[config.mk]
export PLATFORM = sky130hd
export DESIGN_NAME = sm_rx_bridge
export DESIGN_NICKNAME = d
export VERILOG_FILES = /design/src/rtl/sm_rx_pkg.sv /design/src/rtl/sm_rx_fifo.sv /design/src/rtl/sm_rx_bridge.sv
export SDC_FILE = /design/constraint.sdc
export NUM_CORES = 1
export LEC_CHECK = 0
export BUFFER_PORTS_ARGS = -buffer_cell sky130_fd_sc_hd__buf_2
export CAP_MARGIN = 20
export CELL_PAD_IN_SITES_DETAIL_PLACEMENT = 0
export CELL_PAD_IN_SITES_GLOBAL_PLACEMENT = 1
export CORE_MARGIN = 3
export CORE_UTILIZATION = 40
export DETAILED_ROUTE_END_ITERATION = 10
export GPL_ROUTABILITY_DRIVEN = 0
export PLACE_DENSITY_LB_ADDON = 0.08
export SLEW_MARGIN = 5
export SYNTH_ARGS = -nofsm -noshare
export SYNTH_HDL_FRONTEND = slang
export SYNTH_SLANG_ARGS = --single-unit
export TNS_END_PERCENT = 5
[constraint.sdc]
create_clock -name clk -period 10.1 [get_ports clk]
set_clock_uncertainty 0.1 [all_clocks]
set_input_delay 0.505 -clock clk [delete_from_list [all_inputs] [get_ports clk]]
set_output_delay 0.505 -clock clk [all_outputs]
set_load 0.02 [all_outputs]
[src/rtl/sm_rx_pkg.sv]
// Shared types and field widths for the SM receive bridge.
package sm_rx_pkg;

  localparam int unsigned NODE_W = 16;
  localparam int unsigned GEN_W  = 12;
  localparam int unsigned OPR_W  = 32;
  localparam int unsigned WEN_W  = 2;
  localparam int unsigned PKT_W  = NODE_W + GEN_W + 2 * OPR_W + WEN_W;

  typedef struct packed {
    logic [NODE_W-1:0] node;
    logic [GEN_W-1:0]  gen;
    logic [OPR_W-1:0]  opr0;
    logic [OPR_W-1:0]  opr1;
    logic [WEN_W-1:0]  mem_wen;
  } sm_pkt_t;

  typedef enum logic {S_IDLE, S_ACK} sm_rx_state_e;

endpackage

[src/rtl/sm_rx_fifo.sv]
// Circular packet FIFO with a registered head stage; a pushed entry becomes visible one edge
// after its push.
module sm_rx_fifo
  import sm_rx_pkg::*;
#(
  parameter int unsigned DEPTH = 4,
  localparam int unsigned PtrW = $clog2(DEPTH),
  localparam int unsigned CntW = PtrW + 1
) (
  input  logic            clk,
  input  logic            rst,
  input  logic            push_i,
  input  sm_pkt_t         push_pkt_i,
  input  logic            pop_i,
  output sm_pkt_t         head_o,
  output logic            head_valid_o,
  output logic            full_o,
  output logic            empty_o,
  output logic [CntW-1:0] count_o
);

  sm_pkt_t         mem_q [DEPTH];
  logic [PtrW-1:0] wr_ptr_q, wr_ptr_d;
  logic [PtrW-1:0] rd_ptr_q, rd_ptr_d;
  logic [CntW-1:0] count_q, count_d;
  logic [CntW-1:0] avail;
  sm_pkt_t         head_q, head_d;
  logic            head_valid_q, head_valid_d;
  logic            push_ok, pop_ok;

  assign full_o       = (count_q == CntW'(DEPTH));
  assign empty_o      = (count_q == '0);
  assign count_o      = count_q;
  assign head_o       = head_q;
  assign head_valid_o = head_valid_q;
  assign push_ok      = push_i & ~full_o;
  assign pop_ok       = pop_i & head_valid_q;

  always_comb begin
    wr_ptr_d = wr_ptr_q;
    rd_ptr_d = rd_ptr_q;
    count_d  = count_q;
    if (push_ok) wr_ptr_d = wr_ptr_q + PtrW'(1);
    if (pop_ok)  rd_ptr_d = rd_ptr_q + PtrW'(1);
    unique case ({push_ok, pop_ok})
      2'b10:   count_d = count_q + CntW'(1);
      2'b01:   count_d = count_q - CntW'(1);
      default: count_d = count_q;
    endcase
    // Only entries counted before this edge may reach the head register.
    avail        = pop_ok ? count_q - CntW'(1) : count_q;
    head_valid_d = (avail != '0);
    head_d       = head_valid_d ? mem_q[rd_ptr_d] : head_q;
  end

  always_ff @(posedge clk) begin
    if (rst) begin
      wr_ptr_q     <= '0;
      rd_ptr_q     <= '0;
      count_q      <= '0;
      head_q       <= '0;
      head_valid_q <= 1'b0;
    end else begin
      wr_ptr_q     <= wr_ptr_d;
      rd_ptr_q     <= rd_ptr_d;
      count_q      <= count_d;
      head_q       <= head_d;
      head_valid_q <= head_valid_d;
    end
  end

  always_ff @(posedge clk) begin
    if (push_ok) mem_q[wr_ptr_q] <= push_pkt_i;
  end

endmodule

[src/rtl/sm_rx_bridge.sv]
// SM-side receiver for the FC1 4-phase active-low bundled-data link, feeding a valid/ready FIFO.
// Optional accepted-packet counter enabled by defining SM_RX_STATS_EN.
module sm_rx_bridge
  import sm_rx_pkg::*;
#(
  parameter int unsigned DEPTH       = 4,
  parameter int unsigned SYNC_STAGES = 2
) (
  input  logic        clk,
  input  logic        rst,
  input  logic        req_n_i,
  input  logic [15:0] node_i,
  input  logic [11:0] gen_i,
  input  logic [31:0] opr0_i,
  input  logic [31:0] opr1_i,
  input  logic [1:0]  mem_wen_i,
  output logic        ack_n_o,
  output logic        pkt_valid_o,
  input  logic        pkt_ready_i,
  output logic [15:0] node_o,
  output logic [11:0] gen_o,
  output logic [31:0] opr0_o,
  output logic [31:0] opr1_o,
  output logic [1:0]  mem_wen_o,
  output logic        full_o
`ifdef SM_RX_STATS_EN
  ,
  output logic [15:0] pkt_cnt_o
`endif
);

  localparam int unsigned CntW = $clog2(DEPTH) + 1;

  logic [SYNC_STAGES-1:0] sync_q, sync_d;
  logic                   req_s;
  sm_rx_state_e           state_q, state_d;
  logic                   ack_n_q, ack_n_d;
  logic                   push;
  logic                   fifo_full, fifo_empty;
  logic [CntW-1:0]        fifo_count;
  sm_pkt_t                push_pkt, head_pkt;
  logic                   unused_fifo_status;

  assign sync_d = {sync_q[SYNC_STAGES-2:0], req_n_i};
  assign req_s  = sync_q[SYNC_STAGES-1];

  // Bundled data is only trusted once the synchronised request is low.
  always_comb begin
    state_d = state_q;
    push    = 1'b0;
    unique case (state_q)
      S_IDLE: begin
        if (!req_s && !fifo_full) begin
          push    = 1'b1;
          state_d = S_ACK;
        end
      end
      S_ACK: begin
        if (req_s) state_d = S_IDLE;
      end
      default: state_d = S_IDLE;
    endcase
    ack_n_d = (state_d != S_ACK);
  end

  always_ff @(posedge clk) begin
    if (rst) begin
      sync_q  <= '1;
      state_q <= S_IDLE;
      ack_n_q <= 1'b1;
    end else begin
      sync_q  <= sync_d;
      state_q <= state_d;
      ack_n_q <= ack_n_d;
    end
  end

  assign push_pkt = {node_i, gen_i, opr0_i, opr1_i, mem_wen_i};

  sm_rx_fifo #(
    .DEPTH (DEPTH)
  ) u_fifo (
    .clk          (clk),
    .rst          (rst),
    .push_i       (push),
    .push_pkt_i   (push_pkt),
    .pop_i        (pkt_valid_o & pkt_ready_i),
    .head_o       (head_pkt),
    .head_valid_o (pkt_valid_o),
    .full_o       (fifo_full),
    .empty_o      (fifo_empty),
    .count_o      (fifo_count)
  );

  assign unused_fifo_status = ^{fifo_empty, fifo_count};

  assign ack_n_o   = ack_n_q;
  assign full_o    = fifo_full;
  assign node_o    = head_pkt.node;
  assign gen_o     = head_pkt.gen;
  assign opr0_o    = head_pkt.opr0;
  assign opr1_o    = head_pkt.opr1;
  assign mem_wen_o = head_pkt.mem_wen;

`ifdef SM_RX_STATS_EN
  logic [15:0] pkt_cnt_q, pkt_cnt_d;

  always_comb begin
    pkt_cnt_d = pkt_cnt_q;
    if (push && (pkt_cnt_q != 16'hFFFF)) pkt_cnt_d = pkt_cnt_q + 16'd1;
  end

  always_ff @(posedge clk) begin
    if (rst) pkt_cnt_q <= '0;
    else     pkt_cnt_q <= pkt_cnt_d;
  end

  assign pkt_cnt_o = pkt_cnt_q;
`endif

endmodule

---- After elaboration in Yosys (flattened, before gate mapping) ----
Memory sizes are Yosys's and may differ from the RTL's. A register that Yosys moved wholly into a read port is not among the register bits.
Index checks and enable logic that the tools add are counted.
word-level totals
  input port bits ......................... 98
  memories kept ........................... 1
  register bits ........................... 12
  memory bits (writable) .................. 376
  output and inout bits ................... 97
memory list
  name          depth  width  rd ports  clocked after Yosys merged registers in  wr ports  RTL line          text
  u_fifo.mem_q  4      94     1         1                                        1         sm_rx_fifo.sv:22  sm_pkt_t mem_q [DEPTH];
operators by class
  mux-type cells .......................... 9
  equality and inequality tests ........... 3
  bitwise logic cells ..................... 6
  reductions and logical operators ........ 5
  add/sub/neg operators ................... 4
operator list
  kind                   count
  $pmux W3 S2            1
  $mux W1                5
  $add A2 B1 Y2 const B  2
  $add A3 B1 Y3 const B  1
  $and A1 B1 Y1          3
  $eq A3 B3 Y1 const B   1
  $mux W3                1
  $not A1 Y1             3
  $reduce_bool A3 Y1     1
  $sub A3 B1 Y3 const B  1
  $eq A2 B1 Y1 const B   1
  $eq A2 B2 Y1 const B   1
  $logic_not A1 Y1       2
  $mux W2                1
  $pmux W1 S2            1
  $reduce_bool A2 Y1     1
  $logic_and A1 B1 Y1    1

---- Longest topological paths before layout ----
Gate-level depths: netlist (run 1).
  word-level depth ........................ 8
  gate-level depth with buffers ........... 10

---- Modules after synthesis ----
A second synthesis (run 1) with hierarchy kept.
second synthesis, totals
  cells, all modules ...................... 1086
  area, all modules ....................... 17334.1 µm²
by module, submodules not included
  module        cells each  instances  area an instance (µm²)
  sm_rx_fifo    1074        1          17207.8
  sm_rx_bridge  12          1          126.4

---- Worst setup path before layout (run 1) ----
No wires, ideal clock.
  kind .................................... register to register
  start ................................... register u_fifo.count_q[0] (netlist: u_fifo.count_o[0])
  end ..................................... memory u_fifo.mem_q[0][0] (netlist name), enable pin
  setup time .............................. 0.463 ns
  arrival ................................. 3.585 ns
  path buffers ............................ 0
  cell stages (with the launch flop) ...... 7
  slack ................................... 5.952 ns
  cell sequence ........................... dfxtp_1 inv_1 ha_1 nand2_1 inv_1 nor3_1 and2_1
on the way
  word-level cells in the longest chain between the ends .. 8
  elaborated cells between the ends (all ways) .. 9
  classes of those cells .................. eq/ne (1); mux (4); bitwise (2); reduce/logical (2)
RTL lines
  item                               RTL line            text
  start: declaration                 sm_rx_fifo.sv:25    logic [CntW-1:0] count_q, count_d;
  start signal: assignment           sm_rx_fifo.sv:66    count_q <= count_d;
  $eq A3 B3 Y1 (*)                   sm_rx_fifo.sv:31    assign full_o = (count_q == CntW'(DEPTH));
  via full_o                         sm_rx_bridge.sv:25  output logic full_o
  $logic_not A1 Y1                   sm_rx_bridge.sv:53  if (!req_s && !fifo_full) begin
  $logic_and A1 B1 Y1                sm_rx_bridge.sv:53
  $mux W1                            sm_rx_bridge.sv:53
  $mux W1                            sm_rx_bridge.sv:51  unique case (state_q)
  $and A1 B1 Y1 (*)                  sm_rx_fifo.sv:36    assign push_ok = push_i & ~full_o;
  $mux W1 (*)                        sm_rx_fifo.sv:73    if (push_ok) mem_q[wr_ptr_q] <= push_pkt_i;
  $mux W1 (implied by the code) (*)  sm_rx_fifo.sv:73
  end: declaration                   sm_rx_fifo.sv:22
Mark *: on every way through the listed nets, which the timed path passes. The rest lies on a longest branch.

---- Worst setup path in the final report (run 1) ----
  start ................................... register u_fifo.count_q[0] (netlist: u_fifo.count_o[0])
  end ..................................... memory u_fifo.mem_q[0][36] (netlist name), enable pin
on the way
  word-level cells in the longest chain between the ends .. 8
  elaborated cells between the ends (all ways) .. 9
  classes of those cells .................. eq/ne (1); mux (4); bitwise (2); reduce/logical (2)
RTL lines
  item                               RTL line
  $eq A3 B3 Y1 (*)                   sm_rx_fifo.sv:31
  $logic_not A1 Y1                   sm_rx_bridge.sv:53
  $logic_and A1 B1 Y1                sm_rx_bridge.sv:53
  $mux W1                            sm_rx_bridge.sv:53
  $mux W1                            sm_rx_bridge.sv:51
  $and A1 B1 Y1 (*)                  sm_rx_fifo.sv:36
  $mux W1 (*)                        sm_rx_fifo.sv:73
  $mux W1 (implied by the code) (*)  sm_rx_fifo.sv:73
Mark *: on every way between the ends. The rest lies on a longest branch, timed or not.

==> flow_summary_export.csv, run 1 <==
group,metric,value,unit
power,seqPwrFrac,0.488,
finish,register_area,13400,µm²
logic_synthesis,synth.top_cell.area_share,0.661,
finish,final_util,0.484,
sta,tightestPinTransition,1.01,ns
floorplan,core,42000,µm²
clocking,cts_sinks,482,
floorplan,fp.dieH,213,µm
logic_synthesis,yosys-mux-area-fraction,0.0632,
route,vias_per_cell,5.28,
logic_synthesis,ys_top_cells_by_count,"376 x edfxtp_1, 106 x dfxtp_1, 94 x mux2_2, 94 x o22ai_1, 93 x o2bb2ai_1",
power,cellLeakagePower,6.93,nW
route,drc_errors,0,
floorplan,io_pins,195,
sta,tns,0,ns
floorplan,rows,75,
clocking,clockBufferDepth,3,
place,pre_cts_ws,6.47,ns
route,num_vias,9312,
worst_setup_path,crit_required,10.19,ns
worst_setup_path,cp_data_arrival_time,3.70,ns
global_routing,grt_max_degree,68,
logic_synthesis,synth_compound_area_frac,0.116,
logic_synthesis,synth_fa_ha_area_frac,0.00586,
worst_setup_path,end_kind,"register",
worst_setup_path,start_kind,"register",
logic_synthesis,synth_top_family_by_area,"compound AO/OA/AOI/OAI gates",
sta,finalCritPeriodShare,0.357,
clocking,root_buffer,"clkbuf_16",
logic_synthesis,synthFlopType,"edfxtp_1",
finish,area_delta_synth_final,19.2,%
sta,finalSetupViolCount,0,
logic_synthesis,yosysWarningCount,0,
clocking,h-tree-depth,2,
logic_synthesis,yosys.cell_types.count,35,
global_routing,antenna_found_initial,4,
logic_synthesis,synth_area_leader_cell,"edfxtp_1",
logic_synthesis,syn_inst,976,
global_routing,grt_overflow,0,
finish,n_fill_cell,3658,
logic_synthesis,synth_edf_count,376,
floorplan,dieArea,45200,µm²
route,antenna_left,0,
sta,final_hold_viol_count,0,
logic_synthesis,yosys.cell_count.top_type,"edfxtp_1",
finish,nets,1287,
global_routing,grt_pass1_vias,9605,
finish,multi_input_area,3380,µm²
outcome,status,"complete, no violations",
route,wl,39.1,mm
power,internal-power,3.54,mW
run,max_cap_viol_count,0,
sta,max_freq,0.278,GHz
clocking,clock_latency,0.58,ns
place,dp_hpwl,21.8,mm
worst_setup_path,critPathMaxFanout,50,
finish,layout-drive-gt1-share,0.318,
power,switching_share,0.251,
logic_synthesis,yosys_register_bits,482,
clocking,cts_tree,"done",
power,switchingPower,1.19,mW
worst_setup_path,worstSetupPathType,"reg2reg",
logic_synthesis,syn_nets,1082,
hold_path,hold_class,"in2reg",
logic_synthesis,syn_avg_cell_area,17.5,µm²
sta,layout_setup_ws,6.50,ns
power,p_clk_frac,0.395,
clocking,post-cts-setup-buffers,0,
floorplan,die_width,213,µm
logic_synthesis,synth_area,17100,µm²
clocking,clkTransAtPathRegs,0.06,ns
sta,rsz0062_at_grt,"false",
global_routing,grt_pass1_wl,59.2,mm
power,p_comb_frac,0.118,
power,powerDensity,232,nW/µm²
logic_synthesis,synthArstFlopShare,0,
clocking,hold_buffers,4,
global_routing,grt_usage,0.173,
route,avgRoutedWirePerCell,22.2,µm
sta,drv_slew,0,
sta,relSlewSlack,0.324,
logic_synthesis,synth_area_leaders,"edfxtp_1 66%, dfxtp_1 12%, mux2_2 6.2%",
sta,fin_crit,3.60,ns
power,peakVddDrop,0.000124,V
place,portBuffers,194,
logic_synthesis,synth-seq-area-share,0.786,
clocking,numCtsBuffers,52,
logic_synthesis,synth_xor_area_frac,0.00308,
route,firstDrtPassIters,6,
logic_synthesis,yosys.area_share.simple,0.00682,
floorplan,start_util,0.406,
clocking,post_cts_resized,0,
route,drt_iter0_markers,521,
logic make-up after synthesis:
group	Yosys count
compound gates	291
xor+xnor	6
fa+ha+maj	8
buf+inv	70
flops	482
mux	96
simple gates	23
routing by layer:
layer,vias to the layer above,wire length (µm),GRT usage
met5,-,43,0
met4,6,713,0.0496
met3,48,1690,0.0317
met2,200,18100,0.274
met1,4711,18600,0.246
li1,4347,-,-
flip-flops by register name, summed over array words and instances, names as in the netlist:
name / cells
sync_q: 2
ack_n_o: 1
state_q: 1
u_fifo.head_valid_o: 1
u_fifo.head_o: 94
u_fifo.rd_ptr_q: 2
u_fifo.count_o: 3
u_fifo.mem_q: 376
u_fifo.wr_ptr_q: 2
path summary, 6_finish.rpt:
check	cells after the start	start	slack (ns)	end
setup / recovery	7	u_fifo.count_o[0]	6.50	u_fifo.mem_q[0][36]
hold / removal	1	node_i[2]	0.04	u_fifo.mem_q[2][80]
setup reg to reg	7	u_fifo.count_o[0]	6.50	u_fifo.mem_q[0][36]
hold reg to reg	1	sync_q[0]	0.31	sync_q[1]
cell type report:
type                            instances  share of cell area
Inverter                                8             0.00148
Multi-Input combinational cell        424               0.166
Tap cell                              539              0.0331
Clock inverter                         19              0.0100
Timing Repair Buffer                  213              0.0562
Clock buffer                           78              0.0732
Antenna cell                            2            0.000246
Sequential cell                       482               0.659
worst max-delay path, stage by stage (launching register included):
cell,delay (ns)
dfxtp_1,0.46
inv_1,0.10
ha_1,0.21
nand2_1,0.08
inv_1,0.05
nor3_1,0.67
and2_4,0.74
buf_4,0.75
stage by stage:
stage	std cells	hold slack, ns	area, µm²	power [mW]
floorplan	976	0.289	17100	2.68
global placement	1661	0.293	18600	2.91
detailed placement	1661	0.302	18600	2.91
CTS	1762	0.00272	20300	4.80
global route	1764	0.0194	20300	4.92
finish	1765	0.0402	20300	4.73
layout by cell type (no fill, tap or decap), types with 7 or more instances in the layout:
cell type / synthesis / routed
edfxtp_1: 376 / 376
buf_2: 19 / 194
dfxtp_1: 106 / 105
mux2_2: 94 / 94
o22ai_1: 94 / 94
o2bb2ai_1: 93 / 93
clkbuf_16: 0 / 53
o21ai_1: 50 / 50
o21ai_0: 46 / 46
clkbuf_1: 26 / 18
buf_4: 5 / 14
inv_1: 8 / 8
nor2_1: 9 / 8
ha_1: 8 / 8
clkbuf_8: 0 / 7
power by group through the flow:
stage          Sequential (mW)  Clock (mW)  Combinational (mW)
2_1_floorplan             2.43           0               0.242
3_3_place_gp              2.35           0               0.563
3_5_place_dp              2.35           0               0.565
4_1_cts                   2.31        1.92               0.569
5_1_grt                   2.32        2.00               0.610
6_report                  2.31        1.87               0.557
No activity file was read; power rests on OpenSTA's default activity.
==> run 2: changes to the inputs <==
Clock period 10.1 ns to 3.2 ns, I/O delays scaled along.
==> run 2 against run 1 <==
Effect of this change:
- non-clock buffer count is 104 higher
- die area stayed put
- largest power group unchanged
- critical path type unchanged
- hold slack better by 0.0015 ns
- critical path depth is 1 higher
==> flow_summary_export.csv, run 2 (synthesis results as in run 1) <==
group,metric,value,unit
outcome,status,"complete, no violations",
finish,area_delta_synth_final,25.7,%
worst_setup_path,crit_start,"u_fifo.count_o[0]",
route,wl,41.1,mm
floorplan,die_width,213,µm
clocking,hold_buffers,97,
floorplan,core,42000,µm²
power,powerDensity,692,nW/µm²
finish,final_common_cell,"edfxtp_1",
clocking,cts_tree,"done",
clocking,clockBufferDepth,3,
route,drc_errors,0,
hold_path,holdPathEnd,"u_fifo.rd_ptr_q[1]",
place,portBuffers,194,
worst_setup_path,cp_num_cells,8,
global_routing,grt_max_degree,66,
worst_setup_path,critPathTopFamily,"simple AND/OR/NAND/NOR gates",
worst_setup_path,slowest_stage,"and2_4",
clocking,root_buffer,"clkbuf_16",
worst_setup_path,path_buf_inv,4,
clocking,clkTransAtPathRegs,0.06,ns
finish,multi_input_area,3380,µm²
route,vias_per_cell,5.26,
global_routing,grt_pass1_wl,61.5,mm
power,cellLeakagePower,7.40,nW
finish,largest_reg_flops,376,
power,total_power,14.9,mW
finish,fin_area,21500,µm²
route,avgRoutedWirePerCell,22.0,µm
sta,finalSetupViolCount,0,
global_routing,antenna_found_initial,3,
run,max_cap_viol_count,0,
finish,final_cell_mix,"376 x edfxtp_1, 194 x buf_2, 105 x dfxtp_1",
worst_setup_path,worstSetupPathType,"reg2reg",
clocking,post-cts-setup-buffers,0,
worst_setup_path,crit_chain,"inv_1 -> ha_1 -> nand2_1 -> inv_1 -> nor3_1 -> buf_4 -> and2_4 -> buf_4",
floorplan,rows,75,
sta,tightestPinTransition,0.521,ns
sta,final_hold_viol_count,0,
finish,regMostFlops,"u_fifo.mem_q",
sta,tns,0,ns
worst_setup_path,slowest_delay,0.48,ns
sta,finalCritPeriodShare,0.755,
worst_setup_path,critPathMaxFanout,25,
sta,rsz0062_at_grt,"false",
floorplan,fp.dieH,213,µm
power,peakVddDrop,0.000439,V
floorplan,dieArea,45200,µm²
worst_setup_path,cp_data_arrival_time,2.57,ns
floorplan,start_util,0.406,
hold_path,hold_class,"in2reg",
route,drt_iter0_markers,549,
worst_setup_path,end_kind,"register",
place,dp_hpwl,21.8,mm
worst_setup_path,crit_required,3.36,ns
worst_setup_path,worstReg2RegStart,"u_fifo.count_o[0]",
clocking,h-tree-depth,2,
sta,max_freq,0.414,GHz
worst_setup_path,reg2reg_slack,0.78,ns
route,antenna_left,0,
worst_setup_path,start_kind,"register",
clocking,post_cts_resized,0,
place,dpl-instance-area,18900,µm²
worst_setup_path,rr_worst_depth,8,
clocking,cts_sinks,482,
hold_path,hp-start,"pkt_ready_i",
finish,n_fill_cell,3528,
finish,register_area,13400,µm²
route,firstDrtPassIters,5,
sta,relSlewSlack,0.651,
clocking,numCtsBuffers,50,
global_routing,grt_usage,0.179,
floorplan,io_pins,195,
worst_setup_path,timing.rr.end,"u_fifo.mem_q[1][13]",
hold_path,min_delay_path_depth,4,
sta,fin_crit,2.42,ns
clocking,clock_latency,0.57,ns
global_routing,grt_pass1_vias,10117,
sta,drv_slew,0,
finish,nets,1389,
route,num_vias,9823,
finish,layout-drive-gt1-share,0.299,
global_routing,grt_overflow,0,
[run 2: changes by cell type in the layout (fill, tap and decap cells not counted), moves of 3 or more]
| cell | change |
|---|---|
| buf_4 | -5 |
| clkbuf_8 | -3 |
| clkinv_1 | -4 |
| buf_12 | +17 |
| dlygate4sd3_1 | +93 |
| clkbuf_1 | +4 |
| clkinv_2 | +5 |
[run 2: where the power goes]
group / total [mW] / internal [mW] / leakage (nW) / switching (mW)
logic: 1.94 / 0.691 / 2.34 / 1.25
registers: 7.26 / 7.07 / 4.27 / 0.187
clock network: 5.66 / 3.37 / 0.789 / 2.29
total: 14.9 / 11.1 / 7.40 / 3.73
[run 2: cell type report]
type,instances,share of cell area
Multi-Input combinational cell,424,0.157
Clock buffer,79,0.0682
Sequential cell,482,0.625
Inverter,8,0.00140
Timing Repair Buffer,317,0.109
Antenna cell,3,0.000350
Clock inverter,14,0.00664
Tap cell,539,0.0314
[run 2: worst max-delay path by stage]
stage	to	slack (ns)
final	u_fifo.mem_q[1][13]	0.78
after global routing	u_fifo.mem_q[1][15]	0.53
after CTS	u_fifo.mem_q[1][15]	0.75
after detailed placement	u_fifo.mem_q[1][17]	0.77
after global placement	u_fifo.mem_q[1][17]	0.80
after floorplan	u_fifo.mem_q[3][10]	-0.95
[run 2: worst register-to-register path, stage by stage, from the launching register on]
cell	delay [ns]
dfxtp_1	0.44
inv_1	0.10
ha_1	0.20
nand2_1	0.08
inv_1	0.05
nor3_1	0.14
buf_4	0.18
and2_4	0.48
buf_4	0.33
[run 2: metrics by stage]
| step | hold slack [ns] | setup WS [ns] | utilization | std cells |
|---|---|---|---|---|
| 2_1_floorplan | 0.159 | -0.948 | - | 976 |
| 3_3_place_gp | 0.245 | 0.796 | 0.449 | 1673 |
| 3_5_place_dp | 0.250 | 0.769 | 0.449 | 1673 |
| 4_1_cts | 0.0223 | 0.748 | 0.510 | 1863 |
| 5_1_grt | 0.0430 | 0.531 | 0.511 | 1865 |
| 6_report | 0.0417 | 0.784 | 0.511 | 1866 |
[run 2: metal layers]
layer	GRT usage	wire (µm)	up-vias
li1	-	-	4548
met1	0.255	19500	5007
met2	0.287	19200	217
met3	0.0311	1840	51
met4	0.0482	637	0
met5	0	0	-
